### src/rtl/loom_clk_ctrl.sv
// Run/stop/step clock-enable controller for the emulated-domain clock gate.
// Optional emulated-cycle counter enabled by defining LOOM_CLK_CTRL_CYCLE_CNT_EN.
module loom_clk_ctrl #(
    parameter int unsigned STEP_W        = 32,
    parameter int unsigned CYC_W         = 64,
    parameter bit          START_RUNNING = 1'b1
) (
    input  logic              clk_i,
    input  logic              rst_ni,
    input  logic              cmd_valid_i,
    input  logic [1:0]        cmd_i,
    input  logic [STEP_W-1:0] cmd_step_i,
    input  logic              trig_stop_i,
    output logic              ce_o,
    output logic [1:0]        state_o,
    output logic [STEP_W-1:0] steps_left_o,
    output logic [1:0]        stop_cause_o,
    output logic              stop_evt_o,
    output logic              cmd_err_o,
    output logic [CYC_W-1:0]  cycle_cnt_o
);

    typedef enum logic [1:0] {
        ST_STOPPED = 2'b00,
        ST_RUN     = 2'b01,
        ST_STEP    = 2'b10
    } state_e;

    typedef enum logic [1:0] {
        CMD_NOP  = 2'b00,
        CMD_RUN  = 2'b01,
        CMD_STOP = 2'b10,
        CMD_STEP = 2'b11
    } cmd_e;

    typedef enum logic [1:0] {
        CAUSE_NONE = 2'b00,
        CAUSE_HOST = 2'b01,
        CAUSE_TRIG = 2'b10,
        CAUSE_STEP = 2'b11
    } cause_e;

    localparam state_e RST_STATE = START_RUNNING ? ST_RUN : ST_STOPPED;
    localparam logic   RST_CE    = START_RUNNING;

    state_e            state_q, state_d;
    logic              ce_q, ce_d;
    logic [STEP_W-1:0] steps_q, steps_d;
    cause_e            cause_q, cause_d;
    logic              evt_q, evt_d;
    logic              err_q, err_d;

    cmd_e cmd;
    logic is_run, is_stop, is_step;

    assign cmd     = cmd_e'(cmd_i);
    assign is_run  = cmd_valid_i && (cmd == CMD_RUN);
    assign is_stop = cmd_valid_i && (cmd == CMD_STOP);
    assign is_step = cmd_valid_i && (cmd == CMD_STEP);

    always_comb begin
        cause_e stop_why;
        // NOTE: every _d gets a default before any branch, so no path can infer a latch.
        state_d  = state_q;
        ce_d     = ce_q;
        steps_d  = steps_q;
        cause_d  = cause_q;
        evt_d    = 1'b0;
        err_d    = is_step && (state_q != ST_STOPPED);
        stop_why = CAUSE_NONE;

        // Trigger beats step completion, which beats a host STOP.
        if ((state_q != ST_STOPPED) && trig_stop_i) begin
            stop_why = CAUSE_TRIG;
        end else if ((state_q == ST_STEP) && (steps_q == STEP_W'(1))) begin
            stop_why = CAUSE_STEP;
        end else if ((state_q != ST_STOPPED) && is_stop) begin
            stop_why = CAUSE_HOST;
        end

        if (stop_why != CAUSE_NONE) begin
            state_d = ST_STOPPED;
            ce_d    = 1'b0;
            steps_d = '0;
            cause_d = stop_why;
            evt_d   = 1'b1;
        end else begin
            case (state_q)
                ST_STOPPED: begin
                    if (is_run) begin
                        state_d = ST_RUN;
                        ce_d    = 1'b1;
                    end else if (is_step && (cmd_step_i != '0)) begin
                        state_d = ST_STEP;
                        ce_d    = 1'b1;
                        steps_d = cmd_step_i;
                    end
                end
                ST_RUN: begin
                end
                ST_STEP: begin
                    if (is_run) begin
                        state_d = ST_RUN;
                        steps_d = '0;
                    end else begin
                        steps_d = steps_q - STEP_W'(1);
                    end
                end
                default: begin
                    state_d = ST_STOPPED;
                    ce_d    = 1'b0;
                    steps_d = '0;
                end
            endcase
        end
    end

    always_ff @(posedge clk_i or negedge rst_ni) begin
        // NOTE: non-blocking assignments for all registered state, so every flop samples pre-edge values.
        if (!rst_ni) begin
            state_q <= RST_STATE;
            ce_q    <= RST_CE;
            steps_q <= '0;
            cause_q <= CAUSE_NONE;
            evt_q   <= 1'b0;
            err_q   <= 1'b0;
        end else begin
            state_q <= state_d;
            ce_q    <= ce_d;
            steps_q <= steps_d;
            cause_q <= cause_d;
            evt_q   <= evt_d;
            err_q   <= err_d;
        end
    end

    assign ce_o         = ce_q;
    assign state_o      = state_q;
    assign steps_left_o = steps_q;
    assign stop_cause_o = cause_q;
    assign stop_evt_o   = evt_q;
    assign cmd_err_o    = err_q;

`ifdef LOOM_CLK_CTRL_CYCLE_CNT_EN
    logic [CYC_W-1:0] cyc_q;

    always_ff @(posedge clk_i or negedge rst_ni) begin
        if (!rst_ni) begin
            cyc_q <= '0;
        end else if (ce_q) begin
            cyc_q <= cyc_q + CYC_W'(1);
        end
    end

    assign cycle_cnt_o = cyc_q;
`else
    assign cycle_cnt_o = '0;
`endif

endmodule

### config.mk
export PLATFORM = sky130hd
export DESIGN_NAME = loom_clk_ctrl
export DESIGN_NICKNAME = d
export VERILOG_FILES = /design/src/rtl/loom_clk_ctrl.sv
export SDC_FILE = /design/constraint.sdc
export NUM_CORES = 1
export LEC_CHECK = 0
export ABC_AREA = 1
export BUFFER_PORTS_ARGS = -buffer_cell sky130_fd_sc_hd__clkbuf_2
export CAP_MARGIN = 10
export CELL_PAD_IN_SITES_DETAIL_PLACEMENT = 1
export CELL_PAD_IN_SITES_GLOBAL_PLACEMENT = 1
export CORE_MARGIN = 8
export CORE_UTILIZATION = 34
export DETAILED_ROUTE_END_ITERATION = 16
export PLACE_DENSITY = 0.8
export RECOVER_POWER = 100
export SYNTH_ARGS = -nofsm -noshare
export SYNTH_HDL_FRONTEND = slang
export SYNTH_SLANG_ARGS = --single-unit
### constraint.sdc
create_clock -name clk_i -period 2.3 [get_ports clk_i]
set_clock_uncertainty 0.1 [all_clocks]
set_input_delay 0.115 -clock clk_i [delete_from_list [all_inputs] [get_ports clk_i]]
set_output_delay 0.115 -clock clk_i [all_outputs]
set_load 0.005 [all_outputs]
==> flow_metrics.tcl, run 1 <==
set metrics [dict create \
    status "finished, final reports clean" \
    rsz0062_at_grt "false" \
    clk_pin_slew_worst_paths_ns 0.09 \
    clockRootBuffer "clkbuf_8" \
    start_util_pct 34.6 \
    required_ns 2.45 \
    dp_hpwl_um 9770 \
    die_h_um 121 \
    cts_tree "yes" \
    max_freq_ghz 0.471 \
    yosysWarnings 0 \
    htree_levels 2 \
    finalNonFillerCells 781 \
    finalWirelength_um 12100 \
    netlist_area_um2 3710 \
    gp_congestion 0.823 \
    ys_ff_latch 39 \
    drt_iter0_drc 178 \
    syn_avg_cell_area_um2 6.62 \
    routedWlPerCell_um 15.5 \
    wl_met3_um 629 \
    hp-class "input pin to flip-flop" \
    startpoint_type "flip-flop" \
    critPathKind "flip-flop to flip-flop" \
    worstSetupEndpointType "flip-flop" \
    diodes 0 \
    finalNetCount 683 \
    period_share_pct 92.3 \
    ff2ff_setup_slack_ns 0.18 \
    min-delay-start "cmd_step_i[29]" \
    hold_viol_final 0 \
    synth_seq_area_share_pct 26.3 \
    clkSinkCount 39 \
    peakVddDrop_mv 0.511 \
    drive_gt1_share_pct 15.9 \
    setup_slack_ns 0.177 \
    clock_path_buffers 2 \
    grt_overflow_total 0 \
    cp_max_fo 33 \
    routed_via_density 4.67 \
    antenna_found_initial 0 \
    port_buffers 76 \
    place_ws_ns 0.204 \
    final_cell_area_um2 4080 \
    cts_setup_buffers 0 \
    grt_max_degree 40 \
    r2r_start "state_o[0]$_DFFE_PN1P_" \
    rows 38 \
    netlist_instances 561 \
    wirelength_met1_um 4850 \
    power_leakage_nw 2.19 \
    fin_crit_ns 2.12 \
    holdWs_ns 0.0341 \
    die-area_um2 14500 \
    clkLatencyLatePin_ns 0.31 \
    gr-usage-all-layers_pct 16.6 \
    grt_pass1_vias 3894 \
    cts_buffers 5 \
    setup_viol 0 \
    drc 0 \
    ant_nets 0 \
    final_util_pct 38.0 \
    setup_tns_ns 0 \
    ioPinCount 141 \
    place_inst 770 \
    rr_endpoint "cmd_err_o$_DFF_PN0_" \
    worstMarginPinSlew_ns 1.04 \
    fillers 1497 \
    reg2regPathDepth 5 \
    cap_violations 0 \
    whs_endpoint "steps_left_o[29]$_DFFE_PN0P_" \
    arrival_ns 2.28 \
    dr.max_layer_used "met4" \
    grt_first_pass_wirelength_um 19600 \
    firstDrtPassIters 4 \
    dr_wl_met2_um 6450 \
    via_count 3644 \
    core_area_um2 10700 \
    area_delta_synth_final_pct 9.84 \
    dpl-instance-area_um2 3990 \
    synth.distinct_cells 40 \
    die_width_um 121 \
    hold_depth 5 \
    drv_slew 0 \
    power.density_nw_per_um2 1600 \
    slew-limit-headroom_pct 30.6 \
    finalPower_mw 6.51 \
]
-- worst max-delay path, stage by stage, from the launching register on --
cell	delay [ns]
dfstp_2	0.57
inv_1	0.06
ha_1	0.20
buf_4	0.25
nor4_1	0.29
dlygate4sd3_1	0.58
-- kinds of logic after synthesis --
group | Yosys count | synth area share (%)
DFF | 39 | 26.3
adders and majority gates | 5 | 1.68
other | 1 | 0.101
xor gates and xnor gates | 7 | 1.65
and+or+nand+nor | 361 | 45.1
AOI/OAI and AO/OA | 41 | 6.13
buffers and inverters | 107 | 18.9
-- state kept, by name, summed over array words and instances (netlist names) --
signal / flops
state_o: 2
steps_left_o: 32
stop_cause_o: 2
ce_o: 1
cmd_err_o: 1
stop_evt_o: 1
-- worst max-delay path by stage --
stage                           startpoint                            to  slack, ns  cells past startpoint
2_1_floorplan       state_o[0]$_DFFE_PN1P_  steps_left_o[29]$_DFFE_PN0P_       0.45                     10
4_1_cts             state_o[0]$_DFFE_PN1P_           cmd_err_o$_DFF_PN0_       0.16                      5
5_1_grt             state_o[0]$_DFFE_PN1P_   steps_left_o[3]$_DFFE_PN0P_       0.04                      9
6_report            state_o[0]$_DFFE_PN1P_           cmd_err_o$_DFF_PN0_       0.18                      5
3_5_place_dp        state_o[0]$_DFFE_PN1P_   steps_left_o[3]$_DFFE_PN0P_       0.20                     11
3_3_place_gp   steps_left_o[0]$_DFFE_PN0P_  steps_left_o[28]$_DFFE_PN0P_       0.30                     11
-- final cells by class --
| class | count | area, um^2 | area share, % |
|---|---|---|---|
| clock buffers | 6 | 72.6 | 1.78 |
| clock inverters | 2 | 60.1 | 1.47 |
| flip-flops and latches | 39 | 978 | 24.0 |
| multi-input cells | 478 | 2230 | 54.8 |
| inverters | 29 | 115 | 2.82 |
| well taps | 140 | 175 | 4.29 |
| repair buffers | 87 | 444 | 10.9 |
-- Yosys cell counts (all sizes together) --
| master | n | area (um^2) |
|---|---|---|
| xor2 | 5 | 43.8 |
| conb | 1 | 3.75 |
| clkinv | 2 | 8.75 |
| nand4 | 7 | 65.1 |
| ha | 5 | 62.6 |
| inv | 27 | 106 |
| nor3 | 3 | 15.0 |
| buf | 73 | 566 |
| dfstp | 2 | 52.6 |
| o21ai | 24 | 124 |
| a21oi | 9 | 45.0 |
| o21a | 1 | 7.51 |
| nand3 | 64 | 428 |
| dfrtp | 37 | 926 |
| nand3b | 1 | 7.51 |
| nand2 | 196 | 753 |
| xnor2 | 2 | 17.5 |
| nor2 | 89 | 402 |
| o21bai | 5 | 37.5 |
| clkbuf | 5 | 22.5 |
| o211ai | 1 | 7.51 |
| o22ai | 1 | 6.26 |
| nor4 | 1 | 6.26 |
-- routing by layer --
| layer | track usage (%) | vias up |
|---|---|---|
| li1 | - | 1811 |
| met3 | 2.98 | 10 |
| met1 | 18.6 | 1739 |
| met5 | 0 | - |
| met2 | 31.5 | 84 |
| met4 | 3.83 | 0 |
-- cells in the final DEF, fill, tap and decap left out, types with 14 or more instances in the layout --
cell type	synthesis	routed
clkbuf_1	4	30
clkbuf_2	0	48
conb_1	1	64
dfrtp_1	37	37
inv_1	23	24
nand2_1	191	191
nand3_1	44	49
nand3_2	19	14
nor2_1	76	78
o21ai_0	17	18
-- what timing repair did --
item                                   4_1_cts  5_1_grt
resized for setup                            0        0
endpoints found under the hold margin       38        0
hold buffers                                 3        0
-- power by group --
part	leakage (nW)	switching [mW]	internal [mW]
logic	1.61	2.92	1.40
registers	0.515	0.493	0.992
clock network	0.0654	0.274	0.434
Power figures use the tool's default switching activity.
==> run 2, diff against run 1 <==
--- a/config.mk
+++ b/config.mk
@@ -13,8 +13,8 @@
 export CORE_MARGIN = 8
 export CORE_UTILIZATION = 34
 export DETAILED_ROUTE_END_ITERATION = 16
-export PLACE_DENSITY = 0.8
-export RECOVER_POWER = 100
+export PLACE_DENSITY_LB_ADDON = 0.1
+export RECOVER_POWER = 50
 export SYNTH_ARGS = -nofsm -noshare
 export SYNTH_HDL_FRONTEND = slang
 export SYNTH_SLANG_ARGS = --single-unit
==> run 2 against run 1 <==
  * Total power up 2.0%
  * Wire length increased by 1.5%
  * Final area is 2.1% higher
  * Global-route usage is 0.63 points higher
  * Sequential cell count is the same
  * Count of clock-buffer cells in the layout is 1 lower
  * Final cell count is 0.13% higher
  * Combinational power rose by 2%
  * Non-clock buffer count is 1 higher
  * Via count grew 1.3%
  * Hold slack worse by 0.018 ns
  * First-iteration DRC count decreased by 31%
==> flow_metrics.tcl, run 2 (synthesis results as in run 1) <==
set metrics [dict create \
    startpoint_type "flip-flop" \
    die_width_um 121 \
    cp_slowest_cell "dfstp_2" \
    dp_hpwl_um 9660 \
    rr_endpoint "steps_left_o[8]$_DFFE_PN0P_" \
    power.density_nw_per_um2 1590 \
    drv_slew 0 \
    clk_pin_slew_worst_paths_ns 0.09 \
    grt_max_degree 40 \
    crit_chain "inv_1, ha_1, inv_2, nor2_1, nand2_1, nor2_4, nand4_4, nand3_4, nor2_1, nand2_1, nand2_1" \
    worstSetupEndpointType "flip-flop" \
    critPathKind "flip-flop to flip-flop" \
    grt_first_pass_wirelength_um 20400 \
    ff2ff_setup_slack_ns 0.20 \
    drive_gt1_share_pct 20.7 \
    max_freq_ghz 0.477 \
    core_area_um2 10700 \
    status "finished, final reports clean" \
    worst_path_largest_cell_delay_ns 0.56 \
    firstDrtPassIters 4 \
    ioPinCount 141 \
    finalPower_mw 6.64 \
    via_count 3692 \
    diodes 0 \
    htree_levels 2 \
    die-area_um2 14500 \
    setup_tns_ns 0 \
    arrival_ns 2.25 \
    fillers 1488 \
    gp_congestion 0.811 \
    r2r_start "state_o[0]$_DFFE_PN1P_" \
    routedWlPerCell_um 15.7 \
    power_leakage_nw 2.27 \
    rows 38 \
    finalNetCount 684 \
    most-common-layout-cells "191 x nand2_1, 75 x nor2_1, 68 x clkbuf_2, 64 x conb_1, 44 x nand3_1" \
    cts_buffers 5 \
    reg2regPathDepth 11 \
    rsz0062_at_grt "false" \
    cpMostUsedCell "nand2_1" \
    port_buffers 76 \
    worstMarginPinSlew_ns 1.05 \
    fin_crit_ns 2.10 \
    dpl-instance-area_um2 4000 \
    cap_violations 0 \
    start_util_pct 34.6 \
    gr-usage-all-layers_pct 17.2 \
    period_share_pct 91.1 \
    cts_setup_buffers 0 \
    drt_iter0_drc 122 \
    clock_path_buffers 2 \
    peakVddDrop_mv 0.909 \
    whs_endpoint "steps_left_o[30]$_DFFE_PN0P_" \
    largest_register_ffs 32 \
    clkLatencyLatePin_ns 0.31 \
    cts_tree "yes" \
    min-delay-start "cmd_step_i[30]" \
    antenna_found_initial 0 \
    grt_overflow_total 0 \
    drc 0 \
    clkSinkCount 39 \
    setup_viol 0 \
    final_common_cell "nand2_1" \
    required_ns 2.45 \
    area_delta_synth_final_pct 12.1 \
    routed_via_density 4.72 \
    hp-class "input pin to flip-flop" \
    die_h_um 121 \
    final_cell_area_um2 4160 \
    holdWs_ns 0.0164 \
    slew-limit-headroom_pct 29.8 \
    clockRootBuffer "clkbuf_8" \
    ant_nets 0 \
    finalWirelength_um 12300 \
    cp_max_fo 6 \
    hold_viol_final 0 \
    grt_pass1_vias 3954 \
    hold_depth 5 \
]
## run 2: cell types whose count changed in the layout (fill, tap and decap cells not counted), moves of 2 or more
cell and delta:
clkbuf_1 -21, nand3_1 -5, nor2_1 -3, clkbuf_2 +20, nand3_2 +5, nor2_2 +2, buf_6 +2
## run 2: area by class of cell
cell class	count	area [um^2]	area share [%]
multi-input combinational	478	2270	54.6
inverter	29	118	2.83
clock buffer	5	68.8	1.65
clock inverter	3	67.6	1.62
tap	140	175	4.21
sequential	39	978	23.5
timing repair buffer	88	484	11.6
## run 2: what timing repair did
item                                   4_1_cts  5_1_grt
endpoints found under the hold margin       38        0
hold buffers                                 3        0
setup endpoints to repair                    0       17
resized for setup                            0        4
## run 2: critical path, delay by kind of cell (launching register included)
kind	cells	cell delay, ns
adder cells (fa/ha/maj)	1	0.24
buffers and inverters	2	0.15
flip-flops	1	0.56
AND/OR/NAND/NOR	8	0.99
## run 2: per-stage QoR
stage	utilization [%]	std cells	worst slack [ns]
after global placement	37.2	771	0.199
after CTS	38.8	782	0.0864
after floorplan	-	624	0.452
after detailed placement	37.2	771	0.112
final	38.7	782	0.204
after global routing	38.7	782	0.0277
## run 2: worst max-delay path by stage
stage / start / endpoint / slack (ns) / cells after the start
2_1_floorplan: state_o[0]$_DFFE_PN1P_ / steps_left_o[29]$_DFFE_PN0P_ / 0.45 / 10
5_1_grt: state_o[0]$_DFFE_PN1P_ / state_o[1]$_DFFE_PN0P_ / 0.03 / 12
3_3_place_gp: state_o[1]$_DFFE_PN0P_ / steps_left_o[29]$_DFFE_PN0P_ / 0.20 / 8
3_5_place_dp: state_o[1]$_DFFE_PN0P_ / steps_left_o[9]$_DFFE_PN0P_ / 0.11 / 8
4_1_cts: state_o[1]$_DFFE_PN0P_ / steps_left_o[9]$_DFFE_PN0P_ / 0.09 / 8
6_report: state_o[0]$_DFFE_PN1P_ / steps_left_o[8]$_DFFE_PN0P_ / 0.20 / 11
## run 2: routing by layer
layer / share of wire [%] / track usage (%) / wire, um
met1: 42 / 20.2 / 5170
met4: 1.5 / 3.67 / 178
met5: 0 / 0 / 0
met3: 4.7 / 2.89 / 572
met2: 52 / 31.9 / 6330
## run 2: power breakdown
part	switching (mW)	total (mW)	internal (mW)	leakage [nW]
clock network	0.300	0.733	0.434	0.0644
registers	0.505	1.50	0.992	0.515
logic	2.92	4.41	1.48	1.69
total	3.73	6.64	2.91	2.27
==> run 3, diff against run 2 <==
--- a/config.mk
+++ b/config.mk
@@ -15,6 +15,7 @@
 export DETAILED_ROUTE_END_ITERATION = 16
 export PLACE_DENSITY_LB_ADDON = 0.1
 export RECOVER_POWER = 50
+export REMOVE_ABC_BUFFERS = 1
 export SYNTH_ARGS = -nofsm -noshare
 export SYNTH_HDL_FRONTEND = slang
 export SYNTH_SLANG_ARGS = --single-unit
==> run 3 against run 2 <==
  * Count of clock-buffer cells in the layout up 1
  * Global-route usage down 0.19 points
  * Die area unchanged
  * Via count down 0.70%
  * Wire length about the same
  * Fmax down 1.9%
  * Sequential cell count unchanged
  * Clock power down 14%
  * Sequential power about the same
  * Utilization down 0.20 points
  * Register-to-register slack worse by 0.04 ns
  * Critical path type unchanged
==> flow_metrics.tcl, run 3 (synthesis results as in run 1) <==
set metrics [dict create \
    status "finished, final reports clean" \
    place_inst 773 \
    firstDrtPassIters 4 \
    cts-resized-gates 0 \
    gr-usage-all-layers_pct 17.0 \
    clock_path_buffers 2 \
    grt_first_pass_wirelength_um 20300 \
    area_delta_synth_final_pct 11.5 \
    htree_levels 2 \
    routedWlPerCell_um 15.6 \
    max_freq_ghz 0.468 \
    cts_setup_buffers 0 \
    finalNonFillerCells 784 \
    dp_hpwl_um 9800 \
    drv_slew 0 \
    port_buffers 76 \
    gp_congestion 0.815 \
    largest_register_ffs 32 \
    setup_viol 0 \
    power_leakage_nw 2.27 \
    via_count 3666 \
    most-common-layout-cells "191 x nand2_1, 76 x nor2_1, 67 x clkbuf_2, 64 x conb_1, 44 x nand3_1" \
    rows 38 \
    routed_via_density 4.68 \
    clkPwrFrac_pct 9.7 \
    clkSinkCount 39 \
    finalPower_mw 6.51 \
    start_util_pct 34.6 \
    grt_max_degree 38 \
    place_ws_ns 0.236 \
    finalWirelength_um 12200 \
    ant_nets 0 \
    ioPinCount 141 \
    final_cell_area_um2 4140 \
    worstMarginPinSlew_ns 1.33 \
    power.density_nw_per_um2 1570 \
    peakVddDrop_mv 0.631 \
    final_util_pct 38.5 \
    drive_gt1_share_pct 20.5 \
    hp-class "input pin to flip-flop" \
    period_share_pct 92.9 \
    clockRootBuffer "clkbuf_8" \
    grt_overflow_total 0 \
    critPathKind "flip-flop to flip-flop" \
    antenna_found_initial 0 \
    fin_crit_ns 2.14 \
    switching_share_pct 56.6 \
    drt_iter0_drc 142 \
    reg2regPathDepth 5 \
    dpl-instance-area_um2 4010 \
    internal-power_mw 2.82 \
    die_h_um 121 \
    startpoint_type "flip-flop" \
    holdWs_ns 0.0278 \
    hold_viol_final 0 \
    setup_tns_ns 0 \
    die_width_um 121 \
    final_common_cell "nand2_1" \
    worstSetupEndpointType "flip-flop" \
    clk_pin_slew_worst_paths_ns 0.09 \
    grt_pass1_vias 4081 \
    p_sw_mw 3.69 \
    drc 0 \
    cts_buffers 5 \
    finalNetCount 686 \
    slew-limit-headroom_pct 11.4 \
    arrival_ns 2.28 \
    comb_power_share_pct 67.4 \
    core_area_um2 10700 \
    cp_max_fo 33 \
    diodes 0 \
    cap_violations 0 \
    die-area_um2 14500 \
    setup_slack_ns 0.164 \
    rsz0062_at_grt "false" \
    hold_depth 5 \
    required_ns 2.45 \
    hold_buffers 3 \
    clkLatencyLatePin_ns 0.31 \
    fillers 1484 \
    seq_power_share_pct 22.9 \
    cts_tree "yes" \
]
[run 3: per-layer routing]
layer,vias to the layer above,share of wire [%],global-route usage (%)
met3,12,3.7,2.61
met5,-,0,0
met1,1757,44,20.1
met2,81,51,31.9
li1,1816,-,-
met4,0,0.87,2.97
[run 3: path summary, 6_finish.rpt]
kind	from	end	slack, ns
max	state_o[0]$_DFFE_PN1P_	cmd_err_o$_DFF_PN0_	0.16
min	cmd_step_i[20]	steps_left_o[20]$_DFFE_PN0P_	0.03
max reg2reg	state_o[0]$_DFFE_PN1P_	cmd_err_o$_DFF_PN0_	0.16
min reg2reg	ce_o$_DFFE_PN1P_	ce_o$_DFFE_PN1P_	0.37
max in group asynchronous	rst_ni	steps_left_o[14]$_DFFE_PN0P_	0.67
min in group asynchronous	rst_ni	steps_left_o[17]$_DFFE_PN0P_	0.53
[run 3: area by class of cell]
type,instances,area [um^2],share of cell area [%]
clock buffer,6,82.6,1.99
clock inverter,2,35.0,0.846
inverter,29,115,2.78
multi-input combinational,478,2270,54.8
sequential,39,978,23.6
tap,140,175,4.23
timing repair buffer,90,487,11.8
[run 3: critical path, cell delays in order, from the launching register on]
cell and delay, ns:
dfstp_2 0.57, inv_1 0.06, ha_1 0.21, buf_4 0.26
nor4_1 0.29, dlygate4sd3_1 0.58
[run 3: power groups by stage]
stage          registers, mW  logic, mW  clock network [mW]
6_report                1.49       4.39               0.633
2_1_floorplan           1.41       2.96                   0
4_1_cts                 1.50       4.49               0.655
3_5_place_dp            1.51       4.46                   0
5_1_grt                 1.57       5.00               0.682
3_3_place_gp            1.50       4.39                   0
